`src/rtl/cfg_loader_pkg.sv`:
```
// Shared state encoding, default region sizes and counter sizing helpers for the BL/WL loader.
package cfg_loader_pkg;

  localparam int unsigned DEF_BL_WIDTH = 514;
  localparam int unsigned DEF_WL_WIDTH = 407;
  localparam int unsigned DEF_DATA_W   = 32;
  localparam int unsigned DEF_WL_PULSE = 2;

  typedef enum logic [2:0] {
    IDLE,
    LOAD,
    SETUP,
    PULSE,
    HOLD,
    DONE
  } cfg_state_t;

  // Input words needed to fill one bit-line row.
  function automatic int unsigned words_per_row(input int unsigned bl_w, input int unsigned data_w);
    return (bl_w + data_w - 1) / data_w;
  endfunction

  // Bits needed to count 0..n-1, never less than one.
  function automatic int unsigned cnt_w(input int unsigned n);
    return (n > 1) ? $clog2(n) : 1;
  endfunction

  function automatic int unsigned row_cnt_w(input int unsigned wl_w);
    return cnt_w(wl_w);
  endfunction

  function automatic int unsigned word_cnt_w(input int unsigned bl_w, input int unsigned data_w);
    return cnt_w(words_per_row(bl_w, data_w));
  endfunction

endpackage

```
`src/rtl/bl_row_assembler.sv`:
```
// Bit-line row register: writes one input word into its slice of the row, dropping bits past the row end.
module bl_row_assembler
  import cfg_loader_pkg::*;
#(
  parameter int unsigned BL_WIDTH = DEF_BL_WIDTH,
  parameter int unsigned DATA_W   = DEF_DATA_W
) (
  input  logic                                       clk,
  input  logic                                       reset,
  input  logic                                       wr_en,
  input  logic [word_cnt_w(BL_WIDTH, DATA_W)-1:0]    wr_idx,
  input  logic [DATA_W-1:0]                          wr_data,
  output logic [0:BL_WIDTH-1]                        bl
);

  localparam int unsigned WORD_W = word_cnt_w(BL_WIDTH, DATA_W);

  // Each row bit belongs to exactly one word slot; the last slot simply has fewer bits.
  always_ff @(posedge clk or posedge reset) begin
    if (reset) begin
      bl <= '0;
    end else if (wr_en) begin
      for (int unsigned i = 0; i < BL_WIDTH; i++) begin
        if (wr_idx == WORD_W'(i / DATA_W)) begin
          bl[i] <= wr_data[i % DATA_W];
        end
      end
    end
  end

endmodule

```
`src/rtl/bl_wl_config_loader.sv`:
```
// Memory-bank configuration writer: assembles bit-line rows from a word stream and strobes word lines in order.
module bl_wl_config_loader
  import cfg_loader_pkg::*;
#(
  parameter int unsigned BL_WIDTH = DEF_BL_WIDTH,
  parameter int unsigned WL_WIDTH = DEF_WL_WIDTH,
  parameter int unsigned DATA_W   = DEF_DATA_W,
  parameter int unsigned WL_PULSE = DEF_WL_PULSE
) (
  input  logic                clk,
  input  logic                reset,
  input  logic                start,
  input  logic                in_valid,
  input  logic [DATA_W-1:0]   in_data,
  output logic                in_ready,
  output logic [0:BL_WIDTH-1] bl,
  output logic [0:WL_WIDTH-1] wl,
  output logic                busy,
  output logic                done
);

  localparam int unsigned WPR    = words_per_row(BL_WIDTH, DATA_W);
  localparam int unsigned ROW_W  = row_cnt_w(WL_WIDTH);
  localparam int unsigned WORD_W = word_cnt_w(BL_WIDTH, DATA_W);
  localparam int unsigned PCNT_W = cnt_w(WL_PULSE);

  cfg_state_t          state_q, state_d;
  logic [ROW_W-1:0]    row_q, row_d;
  logic [WORD_W-1:0]   word_q, word_d;
  logic [PCNT_W-1:0]   pcnt_q, pcnt_d;
  logic [0:WL_WIDTH-1] wl_d;
  logic                in_ready_d;
  logic                busy_d;
  logic                done_d;
  logic                accept;

  // in_ready is a pure decode of LOAD, so it gates the handshake directly.
  assign accept = in_valid & in_ready;

  bl_row_assembler #(
    .BL_WIDTH (BL_WIDTH),
    .DATA_W   (DATA_W)
  ) u_row (
    .clk     (clk),
    .reset   (reset),
    .wr_en   (accept),
    .wr_idx  (word_q),
    .wr_data (in_data),
    .bl      (bl)
  );

  // Next-state, counters and registered-output decode of the next state.
  always_comb begin
    state_d    = state_q;
    row_d      = row_q;
    word_d     = word_q;
    pcnt_d     = pcnt_q;
    in_ready_d = 1'b0;
    busy_d     = 1'b0;
    done_d     = 1'b0;
    wl_d       = '0;

    case (state_q)
      IDLE, DONE: begin
        if (start) begin
          state_d = LOAD;
          row_d   = '0;
          word_d  = '0;
        end
      end
      LOAD: begin
        if (accept) begin
          if (word_q == WORD_W'(WPR - 1)) begin
            word_d  = '0;
            state_d = SETUP;
          end else begin
            word_d = word_q + WORD_W'(1);
          end
        end
      end
      SETUP: begin
        pcnt_d  = '0;
        state_d = PULSE;
      end
      PULSE: begin
        if (pcnt_q == PCNT_W'(WL_PULSE - 1)) begin
          state_d = HOLD;
        end else begin
          pcnt_d = pcnt_q + PCNT_W'(1);
        end
      end
      HOLD: begin
        if (row_q == ROW_W'(WL_WIDTH - 1)) begin
          state_d = DONE;
        end else begin
          row_d   = row_q + ROW_W'(1);
          word_d  = '0;
          state_d = LOAD;
        end
      end
      default: begin
        state_d = IDLE;
      end
    endcase

    in_ready_d = (state_d == LOAD);
    busy_d     = (state_d inside {LOAD, SETUP, PULSE, HOLD});
    done_d     = (state_d == DONE);
    if (state_d == PULSE) begin
      for (int unsigned i = 0; i < WL_WIDTH; i++) begin
        wl_d[i] = (row_d == ROW_W'(i));
      end
    end
  end

  // State, counters and outputs; reset drops every word line immediately.
  always_ff @(posedge clk or posedge reset) begin
    if (reset) begin
      state_q  <= IDLE;
      row_q    <= '0;
      word_q   <= '0;
      pcnt_q   <= '0;
      in_ready <= 1'b0;
      busy     <= 1'b0;
      done     <= 1'b0;
      wl       <= '0;
    end else begin
      state_q  <= state_d;
      row_q    <= row_d;
      word_q   <= word_d;
      pcnt_q   <= pcnt_d;
      in_ready <= in_ready_d;
      busy     <= busy_d;
      done     <= done_d;
      wl       <= wl_d;
    end
  end

endmodule

```
`config.mk`:
```
export PLATFORM = sky130hd
export DESIGN_NAME = bl_wl_config_loader
export DESIGN_NICKNAME = d
export VERILOG_FILES = /design/src/rtl/cfg_loader_pkg.sv /design/src/rtl/bl_row_assembler.sv /design/src/rtl/bl_wl_config_loader.sv
export SDC_FILE = /design/constraint.sdc
export NUM_CORES = 1
export LEC_CHECK = 0
export BUFFER_PORTS_ARGS = -buffer_cell sky130_fd_sc_hd__buf_2
export CAP_MARGIN = 25
export CORE_AREA = 2 2 372 374
export CTS_CLUSTER_DIAMETER = 40
export DETAILED_ROUTE_END_ITERATION = 10
export DIE_AREA = 0 0 374 376
export SYNTH_ARGS = -nofsm -noshare
export SYNTH_HDL_FRONTEND = slang
export SYNTH_SLANG_ARGS = --single-unit
```
`constraint.sdc`:
```
create_clock -name clk -period 41.1 [get_ports clk]
set_input_delay 6.165 -clock clk [delete_from_list [all_inputs] [get_ports clk]]
set_output_delay 6.165 -clock clk [all_outputs]
set_load 0.02 [all_outputs]
```
### Word level (Yosys, flattened, before mapping)

Cells that the tools add are included.

* bits of input ports: 36
* output and inout bits: 924
* flip-flop bits (word level): 942
* logic and storage cells: 507

* equality and inequality tests: 436
* multiplexer cells: 17
* bitwise gates (word level): 1
* reductions and logical operators: 25
* $add $sub $neg: 3

Operators by type and width (number)
* $eq A9 B9 Y1 const B: 152
* $eq A9 B8 Y1 const B: 128
* $eq A9 B7 Y1 const B: 64
* $mux W407: 1
* $eq A9 B6 Y1 const B: 32
* $eq A9 B5 Y1 const B: 16
* $eq A9 B4 Y1 const B: 8
* $eq A5 B4 Y1 const B: 8
* $eq A9 B3 Y1 const B: 4
* $reduce_and A2 Y1: 17
* $eq A5 B3 Y1 const B: 4
* $mux W5: 4
* $eq A9 B2 Y1 const B: 2
* $mux W9: 2
* $pmux W9 S2: 1
* $mux W3: 5
* $pmux W3 S5: 1
* $pmux W5 S3: 1
* $eq A3 B2 Y1 const B: 4
* $eq A3 B3 Y1 const B: 4
* $eq A5 B2 Y1 const B: 2
* $add A9 B1 Y9 const B: 1
* $eq A9 B1 Y1 const B: 1
* $logic_not A9 Y1: 1
* 16 further kinds: 19

### Depth between registers and ports, before layout

Gate-level depths: netlist (run 1).

* depth in word-level cells: 6
* depth in mapped cells: 13
* depth with buffers taken out: 8

### By module

Synthesis (run 1) repeated with hierarchy kept, for this count alone.

* cell total of the unflattened synthesis: 2299
* area total of the unflattened synthesis: 34515.6 µm²

By module, submodules not included
* bl_row_assembler: sequential area each 12862.3 µm², area each 19352.3 µm², cells an instance 1139, instances 1
* bl_wl_config_loader: sequential area each 10710.3 µm², area each 15163.3 µm², cells an instance 1160, instances 1

### Least setup slack after synthesis (run 1)

Ideal clock, no wire load.

* path kind: input to register
* from: input port start
* to: register wl[223] in the netlist's numbering
* arrival: 7.868 ns
* stages on the path: 9
* buffers on the path: 3
* data required time: 40.964 ns
* slack: 33.096 ns
* setup time: 0.136 ns
* cell sequence: or4b_2 > o211ai_1 > a41o_1 > buf_2 > inv_2 > buf_4 > o211ai_1 > buf_2 > nor3_1

* longest elaborated chain between the ends: 4
* elaborated cells between the ends (all ways): 7
* classes of those cells: eq/ne: 2; mux: 5

RTL lines
* from (decl): RTL line bl_wl_config_loader.sv:12 `input logic start,`
* $mux W9: RTL line bl_wl_config_loader.sv:65 `if (start) begin`
* $pmux W9 S2: RTL line bl_wl_config_loader.sv:63 `case (state_q)`
* via row_d[2]: RTL line bl_wl_config_loader.sv:28 `logic [ROW_W-1:0] row_q, row_d;`
* $eq A9 B8 Y1: RTL line bl_wl_config_loader.sv:111 `wl_d[i] = (row_d == ROW_W'(i));`
* $mux W407: RTL line bl_wl_config_loader.sv:109 `if (state_d == PULSE) begin`
* via wl_d, one bit: RTL line bl_wl_config_loader.sv:31 `logic [0:WL_WIDTH-1] wl_d;`
* to (signal assigned): RTL line bl_wl_config_loader.sv:135 `wl <= wl_d;`
* to (decl): RTL line bl_wl_config_loader.sv:17 `output logic [0:WL_WIDTH-1] wl,`

The timed path passes the listed nets, and every way through them passes these cells.
A chain may end at the register's enable or synchronous reset.

==> reports/results.txt, run 1 <==
Post-Syn Area: 33,800 sq um
Post-Route WL: 127,000 um
Hold Fails Final Rpt: 0
Die Ht: 376 um
I/O pin count: 960
Critical Path Most Common Cell: buf_4
overall routing resource usage: 0.175
commonest cells in the netlist: dfrtp_1 (942), mux2_2 (514), nor3_1 (299), clkbuf_1 (148), nor4_1 (112)
post-CTS setup buffer count: 0
Final Util: 0.333
DR vias: 23,692
storage element area: 23,600 sq um
unrepaired setup endpoints after global routing: no
r2r setup slk: 36,900 ps
fin crit period: 9290 ps
overall power: 3600 uW
register clock-pin slew on the reported worst setup and hold paths: 50 ps
synthesis-stage register bit count: 942
critical path arrival: 10,050 ps
initial antenna violation count: 7
Worst Path Buf+Inv: 7
fin. max-slew vios: 0
starting density of the core: 0.247
distinct cell type count after synthesis: 62
power share of the clock group: 0.332
area of the multi-input gates: 9530 sq um
vias in the first global route: 24,284
setup_tns: 0 ps
Setup crit start: reset
Crit path largest cell delay: 760 ps
top cells by area, synth: dfrtp_1 (70%), mux2_2 (17%), nor3_1 (4.4%)
Worst Path Max Fanout: 109
Hold Crit Depth: 1
Comb pwr share: 0.308
sequential element share of the synthesized area: 0.697
post_cts resized: 0
core area: 137,000 sq um
Achievable Freq: 0.108 GHz
placed insts: 4,890
area share of the largest cell type after synthesis: 0.697
Setup-failing EPs final: 0
WL per Instance: 24.7 um
H-tree Lvls: 4
Crit path max-delay family: buffers and inverters
vias per cell: 4.61
Least-Margin Pin Slew: 1060 ps
sw power: 1310 uW
maximum number of pins on one net before global-route repair: 110
internal power: 2290 uW
Worst Setup EP: u_row.bl[243]
Layout Cells excl Fill: 5,139
RR Startpoint: state_q[1]
CTS tree: built
Horiz. Die Dim: 374 um
Syn Area/Cell: 14.8 sq um
slowest CP cell: buf_4
Post-synth EDFFs: 0
clock insertion delay at the later pin of the skew report: 730 ps
Starting DRT DRC Count: 1,458
critical path class: primary input to asynchronous set/reset pin
pwr dens: 79.2 nW/um^2
Port Buffers: 959
cts bufs inserted: 137
maximum vdd drop: 0.0000409 V
FP Rows: 136
Flop pwr share: 0.360
GRT Residual Overflow: 0
Synth area leader: dfrtp_1
Worst R2R End: wl[117]
nets: 3,281
gp weighted congestion: 0.752
status: completed
estimated wirelength of the detail-placed design: 83,400 um
CP Depth: 7
HP Class: flop to flop
Final Skew: 35.2 ps
critical path startpoint category: primary input
iteration count of the initial detailed-routing pass: 5
most frequent cell after synthesis: dfrtp_1
Crit. End Element: asynchronous set/reset pin
layout cells sized above 1: 0.544
Leak Pwr: 0.0230 uW
Sinks on Clock Net: 942
Max Buffers Root-to-Sink: 3
maxcap violations: 0
DR DRC count: 0
Root Driver: clkbuf_16
antenna-violating nets left: 0
global-route wire length before repair: 178,000 um
Synth Instances: 2,285
Synth Warn #: 0
relative max-transition margin: 0.291
ys flop type: dfrtp_1
crit path cell chain: buf_2 -> inv_8 -> buf_4 -> buf_4 -> buf_4 -> buf_16 -> buf_4
P&R area growth vs syn: 34.6%
die area: 141,000 sq um
hold-fix buffer count after cts: 0
Fillers: 13,544
R2R depth: 7
Critical Path RT: 41,860 ps
ys async rst share: 1.00
Switching Share: 0.364
Syn Nets: 2,328
fin crit share: 0.226
==> power groups by stage <==
| stage | Combinational [uW] | Clock, uW | Sequential (uW) |
|---|---|---|---|
| floorplan | 399 | 0 | 1590 |
| global placement | 1100 | 0 | 1300 |
| detailed placement | 1120 | 0 | 1310 |
| CTS | 1120 | 1220 | 1300 |
| global route | 1170 | 1260 | 1330 |
| finish | 1110 | 1190 | 1300 |
==> cell type report <==
type | count | area share
antenna | 1 | 0.0000550
clock inverter | 69 | 0.0189
timing repair buffer | 1027 | 0.118
multi-input combinational | 1118 | 0.210
sequential | 942 | 0.518
inverter | 12 | 0.00115
tap | 1794 | 0.0493
clock buffer | 176 | 0.0850
==> routing by layer <==
metal	track usage	vias up	share of wire
li1	-	10048	-
met1	0.209	12382	0.40
met2	0.292	1075	0.49
met3	0.0608	187	0.088
met4	0.0605	0	0.027
met5	0	-	0
==> layout by cell type (no fill, tap or decap), types with 5 or more instances in the layout <==
cell | netlist | final
buf_4 | 3 | 64
o21ai_0 | 9 | 9
nand3_1 | 10 | 6
ha_1 | 7 | 7
clkbuf_1 | 148 | 14
a21oi_1 | 8 | 8
dfrtp_1 | 942 | 942
clkbuf_8 | 0 | 21
nor3_1 | 299 | 299
nor4_1 | 112 | 112
inv_1 | 11 | 10
clkinv_2 | 0 | 13
nand2_1 | 24 | 21
and3_1 | 6 | 6
bufinv_16 | 0 | 9
inv_8 | 0 | 9
o211ai_1 | 21 | 21
clkbuf_16 | 0 | 141
o211ai_2 | 6 | 6
mux2_2 | 514 | 514
clkinv_8 | 0 | 5
nand4_1 | 6 | 6
nand2b_1 | 7 | 6
nor2_1 | 23 | 12
clkinvlp_4 | 0 | 8
buf_2 | 37 | 959
inv_6 | 0 | 18
nor2_4 | 0 | 11
==> through the flow <==
step	hold WS (ps)	area (sq um)	setup slack [ps]
finish	495	45500	31810
global route	508	45500	31300
CTS	500	45400	31480
detailed placement	487	40700	30660
global placement	483	40700	30730
floorplan	486	33800	8440
==> flip-flops by register name, summed over array words and instances, names as in the netlist <==
name and cells:
wl 407, busy 1, done 1, pcnt_q 1
u_row.bl 514, state_q 3, word_q 5, row_q 9
in_ready 1
==> kinds of logic (layout without fill, tap and decap cells) <==
logic type	count (synthesis)	count (layout)	share of synthesized area
xor+xnor	4	4	0.00104
other cells	0	1	0
simple gates	514	514	0.0825
compound gates	77	77	0.0182
buf+inv	225	1284	0.0267
mux	516	516	0.172
flops	942	942	0.697
fa+ha+maj	7	7	0.00259
==> worst min-delay path by stage <==
stage                        from            end
floorplan               word_q[4]      word_q[4]
global placement     u_row.bl[10]   u_row.bl[10]
detailed placement  u_row.bl[109]  u_row.bl[109]
CTS                  u_row.bl[39]   u_row.bl[39]
global route        u_row.bl[458]  u_row.bl[458]
finish               u_row.bl[85]   u_row.bl[85]
==> worst register-to-register path, delay by kind of cell (launching register included) <==
kind                   cells  cell delay, ps
DFF                        1             630
and+or+nand+nor            3            1200
AOI/OAI and AO/OA          2            1540
buffers and inverters      2             640
No activity file was read; power rests on OpenSTA's default activity.
==> run 2: changes to the inputs <==
--- a/config.mk
+++ b/config.mk
@@ -5,12 +5,13 @@
 export SDC_FILE = /design/constraint.sdc
 export NUM_CORES = 1
 export LEC_CHECK = 0
+export ABC_AREA = 1
 export BUFFER_PORTS_ARGS = -buffer_cell sky130_fd_sc_hd__buf_2
 export CAP_MARGIN = 25
-export CORE_AREA = 2 2 372 374
+export CORE_AREA = 2 2 374 376
 export CTS_CLUSTER_DIAMETER = 40
 export DETAILED_ROUTE_END_ITERATION = 10
-export DIE_AREA = 0 0 374 376
+export DIE_AREA = 0 0 376 378
 export SYNTH_ARGS = -nofsm -noshare
 export SYNTH_HDL_FRONTEND = slang
 export SYNTH_SLANG_ARGS = --single-unit
==> constraint.sdc (replaced) <==
create_clock -name clk -period 9.1 [get_ports clk]
set_input_delay 1.365 -clock clk [delete_from_list [all_inputs] [get_ports clk]]
set_output_delay 1.365 -clock clk [all_outputs]
set_load 0.02 [all_outputs]
==> reports/results.txt, run 2 <==
status: completed
vias in the first global route: 23,994
Hold Fails Final Rpt: 0
Synth Warn #: 0
overall power: 15,000 uW
nets: 3,837
distinct cell type count after synthesis: 36
critical path arrival: 3460 ps
Hold Crit Depth: 2
CTS tree: built
GRT Residual Overflow: 0
Post-Syn Area: 32,300 sq um
WL per Instance: 21.2 um
fin crit period: 2810 ps
Syn Area/Cell: 11.3 sq um
critical path startpoint category: primary input
layout cells sized above 1: 0.355
iteration count of the initial detailed-routing pass: 5
Syn Nets: 2,892
synthesis-stage register bit count: 942
Leak Pwr: 0.0229 uW
most frequent cell after synthesis: dfrtp_1
commonest cells in the netlist: dfrtp_1 (942), nand2_1 (584), o21ai_0 (521), nor2_1 (369), clkbuf_1 (132)
overall routing resource usage: 0.165
gp weighted congestion: 0.798
commonest cells after routing, fill and taps aside: buf_2 (959), dfrtp_1 (942), nand2_1 (575), o21ai_0 (521), nor2_1 (368)
Post-Route WL: 121,000 um
critical path class: primary input to flop
pwr dens: 343 nW/um^2
post-CTS setup buffer count: 0
post_cts resized: 0
Synth area leader: dfrtp_1
fin. max-slew vios: 0
maximum number of pins on one net before global-route repair: 156
Achievable Freq: 0.356 GHz
Die Ht: 378 um
max reg flops: 514
cts bufs inserted: 121
Root Driver: clkbuf_16
register clock-pin slew on the reported worst setup and hold paths: 60 ps
initial antenna violation count: 4
estimated wirelength of the detail-placed design: 82,300 um
I/O pin count: 960
Port Buffers: 959
die area: 142,000 sq um
Setup-failing EPs final: 0
Crit. End Element: flop
Max Buffers Root-to-Sink: 3
Starting DRT DRC Count: 1,633
antenna-violating nets left: 0
core area: 139,000 sq um
Horiz. Die Dim: 376 um
Worst Path Max Fanout: 32
DR vias: 24,207
maximum vdd drop: 0.000224 V
Layout Cells excl Fill: 5,709
Fillers: 14,202
Least-Margin Pin Slew: 1120 ps
top cells by area, synth: dfrtp_1 (73%), o21ai_0 (8.1%), nand2_1 (6.8%)
P&R area growth vs syn: 35.1%
starting density of the core: 0.233
relative max-transition margin: 0.254
vias per cell: 4.24
sequential element share of the synthesized area: 0.729
clock insertion delay at the later pin of the skew report: 730 ps
H-tree Lvls: 3
FP Rows: 137
fin crit share: 0.308
unrepaired setup endpoints after global routing: no
ys async rst share: 1.00
Synth Instances: 2,849
hold-fix buffer count after cts: 0
register bank with the most flops: u_row.bl
setup_tns: 0 ps
DR DRC count: 0
top flop regs: u_row.bl x514, wl x407, row_q x9
ys flop type: dfrtp_1
placed insts: 5,471
R2R depth: 13
Post-synth EDFFs: 0
commonest non-fill, non-tap cell in the layout: buf_2
HP Class: flop to flop
Sinks on Clock Net: 942
Critical Path RT: 9750 ps
maxcap violations: 0
global-route wire length before repair: 172,000 um
area share of the largest cell type after synthesis: 0.729
Final Skew: 58.3 ps
==> run 2: cell type report <==
type	instances	area, sq um	area share
clock inverters	76	1080	0.0248
well taps	1807	2260	0.0518
multi-input cells	1650	7760	0.178
repair buffers	1007	5400	0.124
diodes	4	10.0	0.000229
flip-flops and latches	942	23600	0.540
clock buffers	151	3300	0.0756
inverters	72	274	0.00627
==> run 2: worst paths after layout <==
path	startpoint	to	slack, ps
max	start	wl[298]	6290
min	u_row.bl[100]	u_row.bl[100]	480
max reg2reg	row_q[0]	wl[87]	6390
min reg2reg	u_row.bl[100]	u_row.bl[100]	480
max in group asynchronous	reset	u_row.bl[346]	6540
min in group asynchronous	reset	wl[198]	680
==> run 2: where the power goes <==
group          internal, uW  leakage, uW  switching [uW]
Combinational          1190      0.00811            2980
Sequential             5180       0.0126             550
Clock                  3060      0.00213            2020
==> run 2: critical path, stage by stage <==
cell	delay, ps
buf_2	90
inv_1	100
a21oi_4	250
nand3_1	130
nand2_1	120
inv_1	60
nor2_1	300
nand2_2	680
nor2_1	330
==> run 2: routing by layer <==
metal  vias up  GRT usage  share of wire
met3       214     0.0442          0.081
li1      10983          -              -
met5         -          0              0
met1     11942      0.201           0.40
met4         0     0.0654          0.036
met2      1068      0.276           0.48
==> run 2: per-stage QoR <==
| stage | setup slack [ps] | utilization | cell area (sq um) | hold WS (ps) |
|---|---|---|---|---|
| floorplan | -5230 | - | 32300 | 477 |
| global placement | 5330 | 0.281 | 39000 | 461 |
| detailed placement | 5510 | 0.282 | 39100 | 467 |
| CTS | 6140 | 0.314 | 43500 | 482 |
| global route | 6110 | 0.315 | 43700 | 497 |
| finish | 6290 | 0.315 | 43700 | 478 |
==> run 2: logic make-up (layout without fill, tap and decap cells) <==
| group | count (synthesis) | in the layout | synth area share |
|---|---|---|---|
| adder cells (fa/ha/maj) | 7 | 7 | 0.00271 |
| AND/OR/NAND/NOR | 1110 | 1110 | 0.150 |
| AO/OA/AOI/OAI | 530 | 530 | 0.0831 |
| XOR/XNOR | 3 | 3 | 0.000813 |
| other | 0 | 4 | 0 |
| buffers and inverters | 257 | 1306 | 0.0341 |
| flip-flops | 942 | 942 | 0.729 |
==> run 3: changes to the inputs <==
--- a/config.mk
+++ b/config.mk
@@ -5,13 +5,13 @@
 export SDC_FILE = /design/constraint.sdc
 export NUM_CORES = 1
 export LEC_CHECK = 0
-export ABC_AREA = 1
+export ABC_AREA = 0
 export BUFFER_PORTS_ARGS = -buffer_cell sky130_fd_sc_hd__buf_2
 export CAP_MARGIN = 25
-export CORE_AREA = 2 2 374 376
+export CORE_AREA = 2 2 372 374
 export CTS_CLUSTER_DIAMETER = 40
 export DETAILED_ROUTE_END_ITERATION = 10
-export DIE_AREA = 0 0 376 378
+export DIE_AREA = 0 0 374 376
 export SYNTH_ARGS = -nofsm -noshare
 export SYNTH_HDL_FRONTEND = slang
 export SYNTH_SLANG_ARGS = --single-unit
==> constraint.sdc (replaced) <==
create_clock -name clk -period 2.6 [get_ports clk]
set_input_delay 0.39 -clock clk [delete_from_list [all_inputs] [get_ports clk]]
set_output_delay 0.39 -clock clk [all_outputs]
set_load 0.02 [all_outputs]
==> reports/results.txt, run 3 (synthesized netlist as in run 1, its figures left out) <==
status: completed
Post-Route WL: 133,000 um
layout cells sized above 1: 0.572
Root Driver: clkbuf_16
grt met3 use: 0.0597
Crit. End Element: flop
estimated wirelength of the detail-placed design: 93,300 um
I/O pin count: 960
Worst Path Max Fanout: 39
gp weighted congestion: 0.862
Layout Cells excl Fill: 5,311
Hold Crit Depth: 2
max reg flops: 514
final instance area: 47,800 sq um
Worst R2R End: wl[57]
hold_sp: in_data[24]
unrepaired setup endpoints after global routing: yes
Starting DRT DRC Count: 1,409
Max Buffers Root-to-Sink: 3
setup_tns: 0 ps
Achievable Freq: 0.386 GHz
DR DRC count: 0
die area: 141,000 sq um
Least-Margin Pin Slew: 1030 ps
Horiz. Die Dim: 374 um
CTS tree: built
register clock-pin slew on the reported worst setup and hold paths: 60 ps
antenna-violating nets left: 0
global route hottest layer: met2
iteration count of the initial detailed-routing pass: 5
maxcap violations: 0
Port Buffers: 959
R2R depth: 9
P&R area growth vs syn: 41.3%
DR vias: 24,444
critical path startpoint category: flop
commonest cells after routing, fill and taps aside: buf_2 (959), dfrtp_1 (941), mux2_2 (514), nor3_1 (295), buf_4 (163)
placed insts: 5,049
Leak Pwr: 0.0241 uW
relative max-transition margin: 0.316
r2r setup slk: 10 ps
vias per cell: 4.60
register bank with the most flops: u_row.bl
M2 GR Usage: 0.303
H-tree Lvls: 4
Hold Fails Final Rpt: 0
initial antenna violation count: 17
global-route wire length before repair: 188,000 um
Sinks on Clock Net: 942
RR Startpoint: state_q[0]
Post-DP Area: 42,800 sq um
WL per Instance: 25.0 um
maximum vdd drop: 0.000703 V
overall routing resource usage: 0.185
Critical Path RT: 3260 ps
GRT Residual Overflow: 0
core area: 137,000 sq um
starting density of the core: 0.247
critical path class: flop to flop
vias in the first global route: 25,336
pwr dens: 1220 nW/um^2
Worst Setup EP: wl[57]
critical path arrival: 3250 ps
Setup-failing EPs final: 0
commonest non-fill, non-tap cell in the layout: buf_2
fin crit period: 2590 ps
nets: 3,453
top flop regs: u_row.bl x514, wl x407, row_q x9
HP Class: primary input to flop
fin. max-slew vios: 0
Setup crit start: state_q[0]
met1 usage: 0.223
clock insertion delay at the later pin of the skew report: 780 ps
Die Ht: 376 um
FP Rows: 136
maximum number of pins on one net before global-route repair: 91
cts bufs inserted: 135
Final Skew: 43.3 ps
fin crit share: 0.996
## run 3: area by class of cell
class                      count  area [sq um]
multi-input combinational   1118          9660
clock inverter                85          1140
sequential                   942         23600
inverter                      12          53.8
timing repair buffer        1201          7540
fill                       13379         88900
clock buffer                 158          3570
tap                         1794          2240
antenna                        1          2.50
## run 3: report_power, final
part | leakage (uW) | internal [uW] | switching, uW | total [uW]
clock | 0.00229 | 11200 | 7510 | 18700
sequential | 0.0125 | 18500 | 1900 | 20400
combinational | 0.00932 | 7220 | 11900 | 19100
## run 3: stage by stage
step / power (uW) / util / setup WS, ps / hold slack [ps]
after global routing: 60800 / 0.350 / -36.5 / 79.4
after CTS: 58700 / 0.348 / 5.10 / 28.6
after detailed placement: 39700 / 0.313 / -150 / 487
after global placement: 39400 / 0.313 / -201 / 483
final: 58200 / 0.350 / 10.1 / 116
after floorplan: 31500 / - / -10760 / 486
## run 3: worst min-delay path by stage
stage / end / slack, ps
6_report: u_row.bl[280] / 120
5_1_grt: u_row.bl[280] / 80
4_1_cts: u_row.bl[280] / 30
3_5_place_dp: u_row.bl[115] / 490
3_3_place_gp: u_row.bl[496] / 480
2_1_floorplan: word_q[4] / 490
## run 3: routing by layer
metal  vias up  wire [um]
met5         -          0
met4         0       4900
met3       255      11300
met2      1158      64300
met1     12620      52400
li1      10411          -
## run 3: worst max-delay path, stage by stage (launching register included)
cell and delay (ps):
dfrtp_2 440, or3b_4 440, buf_4 190, o31a_1 290, a31oi_1 130, buf_4 170
nand2b_4 70, buf_12 170, buf_12 210, nor3_2 300
## run 3: what timing repair did
| item | in CTS | in global routing |
|---|---|---|
| hold buffers | 1 | 0 |
| pin swaps | 4 | 9 |
| buffers inserted | 8 | 9 |
| endpoints found under the setup margin | 70 | 204 |
| gates resized for setup | 9 | 24 |
| endpoints found under the hold margin | 99 | 0 |
